$ cat src/rtl/text_display_sequencer_pkg.sv
`default_nettype none
// ---------------------------------------------------------------------------
// text_display_sequencer_pkg
// Shared state encoding and default sizing for the text display sequencer.
// Revision: 1.0
// ---------------------------------------------------------------------------
package text_display_sequencer_pkg;

  typedef enum logic [1:0] {
    ST_IDLE   = 2'd0,
    ST_SHOW   = 2'd1,
    ST_GAP    = 2'd2,
    ST_FINISH = 2'd3
  } state_e;

  localparam int DEF_NUM_MSGS   = 4;
  localparam int DEF_GAP_CYCLES = 3;
  // Gap counter width covers the largest legal gap length (255).
  localparam int GAP_CNT_W      = 8;

endpackage

`default_nettype wire

$ cat src/rtl/text_display_sequencer_gap_timer.sv
`default_nettype none
// ---------------------------------------------------------------------------
// gap_timer
// Loadable down-counter with a zero flag; timer_end of the blank interval.
// Revision: 1.0
// ---------------------------------------------------------------------------
module gap_timer #(
  parameter int CNT_W = 8
) (
  input  logic             clk_i,
  input  logic             reset_i,
  input  logic             load_i,
  input  logic [CNT_W-1:0] load_val_i,
  input  logic             tick_i,
  output logic             zero_o
);

  logic [CNT_W-1:0] cnt_q;
  logic [CNT_W-1:0] cnt_d;

  // Load wins over tick; the counter saturates at zero.
  always_comb begin
    cnt_d = cnt_q;
    if (load_i) begin
      cnt_d = load_val_i;
    end else if (tick_i && (cnt_q != '0)) begin
      cnt_d = cnt_q - CNT_W'(1);
    end
  end

  // Counter register.
  always_ff @(posedge clk_i) begin
    if (reset_i) begin
      cnt_q <= '0;
    end else begin
      cnt_q <= cnt_d;
    end
  end

  assign zero_o = (cnt_q == '0);

endmodule

`default_nettype wire

$ cat src/rtl/text_display_sequencer.sv
`default_nettype none
// ---------------------------------------------------------------------------
// text_display_sequencer
// Steps through NUM_MSGS messages, enabling an external display timer while
// each is shown and inserting a blank gap between messages.
// Revision: 1.0
// ---------------------------------------------------------------------------
module text_display_sequencer
  import text_display_sequencer_pkg::*;
#(
  parameter int NUM_MSGS   = DEF_NUM_MSGS,
  parameter int IDX_W      = 4,
  parameter int GAP_CYCLES = DEF_GAP_CYCLES
) (
  input  logic             clk_i,
  input  logic             reset_i,
  input  logic             start_i,
  input  logic             abort_i,
  input  logic             repeat_en_i,
  input  logic             timer_end_i,
  output logic             timer_enable_o,
  output logic [IDX_W-1:0] msg_index_o,
  output logic             display_on_o,
  output logic             busy_o,
  output logic             done_o
);

  localparam logic [IDX_W-1:0]     LAST_IDX = IDX_W'(NUM_MSGS - 1);
  // The gap lasts while the counter walks GAP_CYCLES-1 .. 0.
  localparam logic [GAP_CNT_W-1:0] GAP_LOAD = GAP_CNT_W'(GAP_CYCLES - 1);

  state_e           state_q, state_d;
  logic [IDX_W-1:0] idx_q, idx_d;
  logic             rep_q, rep_d;
  logic             timer_enable_q, busy_q, done_q;
  logic             gap_load, gap_tick, gap_zero;

  gap_timer #(
    .CNT_W (GAP_CNT_W)
  ) u_gap_timer (
    .clk_i      (clk_i),
    .reset_i    (reset_i),
    .load_i     (gap_load),
    .load_val_i (GAP_LOAD),
    .tick_i     (gap_tick),
    .zero_o     (gap_zero)
  );

  // Next-state logic; abort beats timer_end and start in every busy state.
  always_comb begin
    state_d  = state_q;
    idx_d    = idx_q;
    rep_d    = rep_q;
    gap_load = 1'b0;
    gap_tick = 1'b0;
    case (state_q)
      ST_IDLE: begin
        if (start_i && !abort_i) begin
          state_d = ST_SHOW;
          idx_d   = '0;
          rep_d   = repeat_en_i;
        end
      end
      ST_SHOW: begin
        if (abort_i) begin
          state_d = ST_IDLE;
          idx_d   = '0;
        end else if (timer_end_i) begin
          if (idx_q == LAST_IDX) begin
            if (rep_q) begin
              state_d  = ST_GAP;
              idx_d    = '0;
              gap_load = 1'b1;
            end else begin
              state_d = ST_FINISH;
            end
          end else begin
            state_d  = ST_GAP;
            idx_d    = idx_q + IDX_W'(1);
            gap_load = 1'b1;
          end
        end
      end
      ST_GAP: begin
        if (abort_i) begin
          state_d = ST_IDLE;
          idx_d   = '0;
        end else if (gap_zero) begin
          state_d = ST_SHOW;
        end else begin
          gap_tick = 1'b1;
        end
      end
      ST_FINISH: begin
        state_d = ST_IDLE;
        if (abort_i) begin
          idx_d = '0;
        end
      end
      default: begin
        state_d = ST_IDLE;
        idx_d   = '0;
      end
    endcase
  end

  // State and registered outputs, all derived from the next state.
  always_ff @(posedge clk_i) begin
    if (reset_i) begin
      state_q        <= ST_IDLE;
      idx_q          <= '0;
      rep_q          <= 1'b0;
      timer_enable_q <= 1'b0;
      busy_q         <= 1'b0;
      done_q         <= 1'b0;
    end else begin
      state_q        <= state_d;
      idx_q          <= idx_d;
      rep_q          <= rep_d;
      timer_enable_q <= (state_d == ST_SHOW);
      busy_q         <= (state_d != ST_IDLE);
      done_q         <= (state_d == ST_FINISH);
    end
  end

  assign timer_enable_o = timer_enable_q;
  assign display_on_o   = timer_enable_q;
  assign msg_index_o    = idx_q;
  assign busy_o         = busy_q;
  assign done_o         = done_q;

endmodule

`default_nettype wire

$ cat config.mk
export PLATFORM = sky130hd
export DESIGN_NAME = text_display_sequencer
export DESIGN_NICKNAME = d
export VERILOG_FILES = /design/src/rtl/text_display_sequencer_pkg.sv /design/src/rtl/text_display_sequencer_gap_timer.sv /design/src/rtl/text_display_sequencer.sv
export SDC_FILE = /design/constraint.sdc
export NUM_CORES = 1
export LEC_CHECK = 0
export BUFFER_PORTS_ARGS = -buffer_cell sky130_fd_sc_hd__buf_2
export CAP_MARGIN = 20
export CORE_MARGIN = 2
export CORE_UTILIZATION = 40
export CTS_CLUSTER_DIAMETER = 100
export DETAILED_ROUTE_END_ITERATION = 10
export PLACE_DENSITY = 0.62
export SLEW_MARGIN = 30
export SYNTH_ARGS = -nofsm -noshare
export SYNTH_HDL_FRONTEND = slang
export SYNTH_SLANG_ARGS = --single-unit
$ cat constraint.sdc
create_clock -name clk_i -period 2.39 [get_ports clk_i]
set_input_delay 0.478 -clock clk_i [delete_from_list [all_inputs] [get_ports clk_i]]
set_output_delay 0.478 -clock clk_i [all_outputs]
set_load 0.02 [all_outputs]
## Word-level counts from Yosys, hierarchy flattened

Index checks and enable logic that the tools add are counted.

- Output and inout bits: 8
- Bits of input ports: 6
- Word-level logic and storage cells: 57
- Register bits: 18

- Equality and inequality tests: 10
- Reduce and logical (&&, ||, !) cells: 12
- $add $sub $neg: 2
- Muxes and demuxes: 25

Operator list:

| cell | count |
|---|---|
| $mux 4 | 6 |
| $mux 2 | 8 |
| $pmux 4 s3 | 1 |
| $mux 1 | 9 |
| $logic_not 8->1 | 1 |
| $pmux 2 s4 | 1 |
| $reduce_bool 8->1 | 1 |
| $sub 8x1->8 const B | 1 |
| $eq 2x2->1 const B | 3 |
| $add 4x1->4 const B | 1 |
| $eq 2x1->1 const B | 2 |
| $eq 4x2->1 const B | 1 |
| $ne 4x4->1 const B | 1 |
| $reduce_and 4->1 | 1 |
| $reduce_bool 2->1 | 2 |
| $reduce_or 2->1 | 2 |
| $ne 3x3->1 const B | 1 |
| $logic_and 1x1->1 | 2 |
| $logic_not 2->1 | 1 |
| $ne 2x1->1 const B | 1 |
| $ne 2x2->1 const B | 1 |
| $reduce_and 2->1 | 1 |
| $logic_not 1->1 | 1 |

## Logic depth before layout (Yosys ltp)

- Word-level depth: 7
- Depth in mapped cells: 6
- Mapped depth without buffers: 6

## Modules after synthesis

From an unflattened synthesis, not the netlist that was laid out.

- Cells, all modules: 123
- Area, all modules: 1043.5 µm²

Modules (own cells, without submodules):

| module | cells an instance | sequential area each (µm²) | times used | area an instance (µm²) |
|---|---|---|---|---|
| text_display_sequencer | 64 | 200.2 | 1 | 528.0 |
| gap_timer | 59 | 160.2 | 1 | 515.5 |

## Least setup slack after synthesis

No wires, ideal clock.

- Path type: register -> register
- Start point: register idx_q[0], in the netlist msg_index_o[0]
- End point: register idx_q[3], in the netlist msg_index_o[3]
- Cell stages (with the launch flop): 6
- Clock period less this slack: 1.858 ns
- Slack: 0.532 ns
- Data required time: 2.320 ns
- Buffers on the path: 0
- Arrival time: 1.788 ns
- Library setup time: 0.070 ns
- Path through: dfxtp_1 -> ha_1 -> nor4b_1 -> o311a_1 -> or4_1 -> a21oi_1

- Cells in the longest elaborated chain, start to end: 5
- Elaborated cells on any way between the ends: 8
- Those cells by class: add/sub: 1; eq/ne: 2; mux: 4; reduce/logical: 1

Ends and longest elaborated chain:

| element | RTL line | source |
|---|---|---|
| from (decl) | text_display_sequencer.sv:33 | `logic [IDX_W-1:0] idx_q, idx_d;` |
| from (signal assigned) | text_display_sequencer.sv:118 | `idx_q <= idx_d;` |
| $add 4x1->4 / $eq 4x2->1 (equally long branches) | text_display_sequencer.sv:79, text_display_sequencer.sv:69 |  |
| $mux 4 | text_display_sequencer.sv:69 | `if (idx_q == LAST_IDX) begin` |
| $mux 4 | text_display_sequencer.sv:68 | `end else if (timer_end_i) begin` |
| $mux 4 | text_display_sequencer.sv:65 | `if (abort_i) begin` |
| $pmux 4 s3 | text_display_sequencer.sv:56 | `case (state_q)` |

Several ways; a longest one is shown, not always the timed one. The select of a mux whose other input is x is not followed.
A chain may end at the register's enable or synchronous reset.

## Worst setup path in the final report

- Start point: register u_gap_timer.cnt_q[3]
- End point: register timer_enable_q, in the netlist display_on_o

- Cells in the longest elaborated chain, start to end: 5

Ends and longest elaborated chain:

| element | RTL line | source |
|---|---|---|
| from (decl) | text_display_sequencer_gap_timer.sv:18 | `logic [CNT_W-1:0] cnt_q;` |
| from (signal assigned) | text_display_sequencer_gap_timer.sv:36 | `cnt_q <= cnt_d;` |
| $logic_not 8->1 | text_display_sequencer_gap_timer.sv:40 | `assign zero_o = (cnt_q == '0);` |
| $mux 2 | text_display_sequencer.sv:88 | `end else if (gap_zero) begin` |
| $mux 2 | text_display_sequencer.sv:85 | `if (abort_i) begin` |
| $pmux 2 s4 | text_display_sequencer.sv:56 |  |
| $eq 2x1->1 | text_display_sequencer.sv:120 | `timer_enable_q <= (state_d == ST_SHOW);` |
| to (signal assigned) | text_display_sequencer.sv:120 |  |
| to (decl) | text_display_sequencer.sv:35 | `logic timer_enable_q, busy_q, done_q;` |

No other way between the ends.

==> reports/qor.yml <==
outcome: "completed"
critPathTopFamily: "simple AND/OR/NAND/NOR gates"
cap_violations: 0
clkLatencyLatePin_ns: 0.30
ioPinCount: 14
wl_um: 1710
rsz0062_at_grt: "no"
p_leak_nw: 0.385
post-place-ws_ns: 0.342
cts_sinks: 18
tightest_slew_ns: 0.498
setup_violations: 0
drc_errors: 0
worst-setup-path-type: "flip-flop to flip-flop"
ys_warn_count: 0
worst-path-buf-inv: 0
start_util_pct: 43.1
syn_nets: 100
htreeDepth: 1
hold_class: "primary input to flip-flop"
grt_overflow: 0
grt_max_degree: 11
grt_use_total_pct: 15.2
fin_crit_ns: 1.88
die_h_um: 50.5
dp_hpwl_um: 1190
path_clk_slew_ns: 0.11
crit_arrival_ns: 2.12
finalCritPeriodShare_pct: 78.9
final_hold_viol_count: 0
synth.largest_area_cell: "dfxtp_1"
layout_setup_ws_ns: 0.505
ys_seq_elements: 18
cts_root_buffer: "clkbuf_4"
post_cts_buffers: 0
fmax_ghz: 0.531
cts_buffer_depth: 2
numCtsBuffers: 3
place.gp.congestion: 0.703
tns_ns: 0
area_growth_syn_to_layout_pct: 13.3
num_antenna_cells: 0
via_per_inst: 5.50
seq_area_frac_synth_pct: 41.7
ctsHoldBuffers: 0
dieArea_um2: 2550
via_count: 726
critical-path-max-stage-delay_ns: 0.68
end_kind: "flip-flop"
drive_gt1_share_pct: 24.8
slowest_stage: "or4_1"
slew_viol_final: 0
synthDistinctLibCells: 38
drt-wirelength-per-cell_um: 12.9
postCtsResizedCells: 0
vdd_drop_max_mv: 0.275
synth_area_um2: 863
placed_cells: 128
netlist.area_leader.share_pct: 41.7
grt_pass1_vias: 666
crit_chain: "or4_1 -> o41ai_1 -> o211ai_1 -> nor3_2"
instances_no_fill: 132
cts_tree: "done"
syn_avg_cell_area_um2: 9.38
coreArea_um2: 2000
fp-row-count: 16
fin_nets: 114
slew_headroom_pct: 66.3
grt_pass1_wl_um: 2970
worstPathRequired_ns: 2.62
dr.pass1.iters: 4
synth_area_leaders: "dfxtp_1, or4_1, a21oi_1"
fin_skew_ns: 0.00436
powerDensity_nw_per_um2: 548
path_max_fanout: 7
numPortBuffers: 13
syn_inst: 92
finalCoreUtilization_pct: 48.9
first_iter_violations: 21
setup.worst_path.start_class: "flip-flop"
drt.antenna.violating_nets: 0
fp.dieW_um: 50.5
antenna_found_initial: 0
[Yosys cell counts (all sizes together)]
cell,n
nor2b,2
buf,2
nor3,4
a22oi,1
nand2,1
nor4b,1
nand4b,1
nor2,9
clkbuf,2
a211oi,1
o311ai,1
xor2,1
or3,3
mux2i,1
or2,2
o41ai,1
dfxtp,18
a21oi,8
or3b,1
nor3b,3
o211ai,1
o31a,1
o21ai,4
and4bb,1
nand3,1
o31ai,5
or4,6
or4b,1
inv,3
a21boi,1
o311a,1
xnor2,1
ha,2
nand2b,1
[cells by family after synthesis]
group                    synth area share (%)
flip-flops                               41.7
XOR/XNOR                                 2.03
multiplexers                             1.16
buffers and inverters                    3.62
adder cells (fa/ha/maj)                  2.90
AND/OR/NAND/NOR                          28.1
AO/OA/AOI/OAI                            20.4
[path summary, 6_finish.rpt]
check        cells after the start            startpoint                   end  slack (ns)
max                              4  u_gap_timer.cnt_q[3]          display_on_o        0.51
min                              3           repeat_en_i                 rep_q        0.42
max reg2reg                      4  u_gap_timer.cnt_q[3]          display_on_o        0.51
min reg2reg                      2  u_gap_timer.cnt_q[6]  u_gap_timer.cnt_q[6]        0.49
[state kept, by name, summed over array words and instances (netlist names)]
name,flops
rep_q,1
state_q,2
u_gap_timer.cnt_q,8
msg_index_o,4
done_o,1
busy_o,1
display_on_o,1
[final cells by class]
cell class,instances,area (um^2)
Multi-Input combinational cell,67,472
Sequential cell,18,360
Clock buffer,4,36.3
Tap cell,27,33.8
Fill cell,205,1020
Inverter,3,11.3
Timing Repair Buffer,13,65.1
[where the power goes]
| group | internal [mW] | total (mW) | switching, mW |
|---|---|---|---|
| logic | 0.0153 | 0.0365 | 0.0212 |
| registers | 0.304 | 0.308 | 0.00399 |
| clock network | 0.0929 | 0.191 | 0.0985 |
[cells in the final DEF (no fill, tap or decap), drive strengths merged, types with 2 or more instances in the layout]
cell and n:
a21oi 8, buf 13, clkbuf 4, dfxtp 18, ha 2, inv 3
nor2 9, nor2b 2, nor3 4, nor3b 3, o21ai 4, o31ai 5
or2 2, or3 3, or4 6
[stage by stage]
step	hold WS, ns	total power, mW	instance area [um^2]
CTS	0.422	0.543	978
global placement	0.463	0.351	942
global route	0.445	0.554	978
detailed placement	0.473	0.352	942
finish	0.425	0.536	978
floorplan	0.448	0.340	863
[routing by layer]
metal | GRT usage [%] | wire length (um) | vias up
met5 | 0 | 0 | -
met4 | 6.76 | 23 | 0
met3 | 2.98 | 55 | 3
met2 | 23.2 | 735 | 10
met1 | 20.5 | 894 | 337
li1 | - | - | 376
[worst min-delay path, cell delays in order]
cell,delay [ns]
buf_2,0.08
mux2i_1,0.05
nor2_1,0.09
Power figures use the tool's default switching activity.
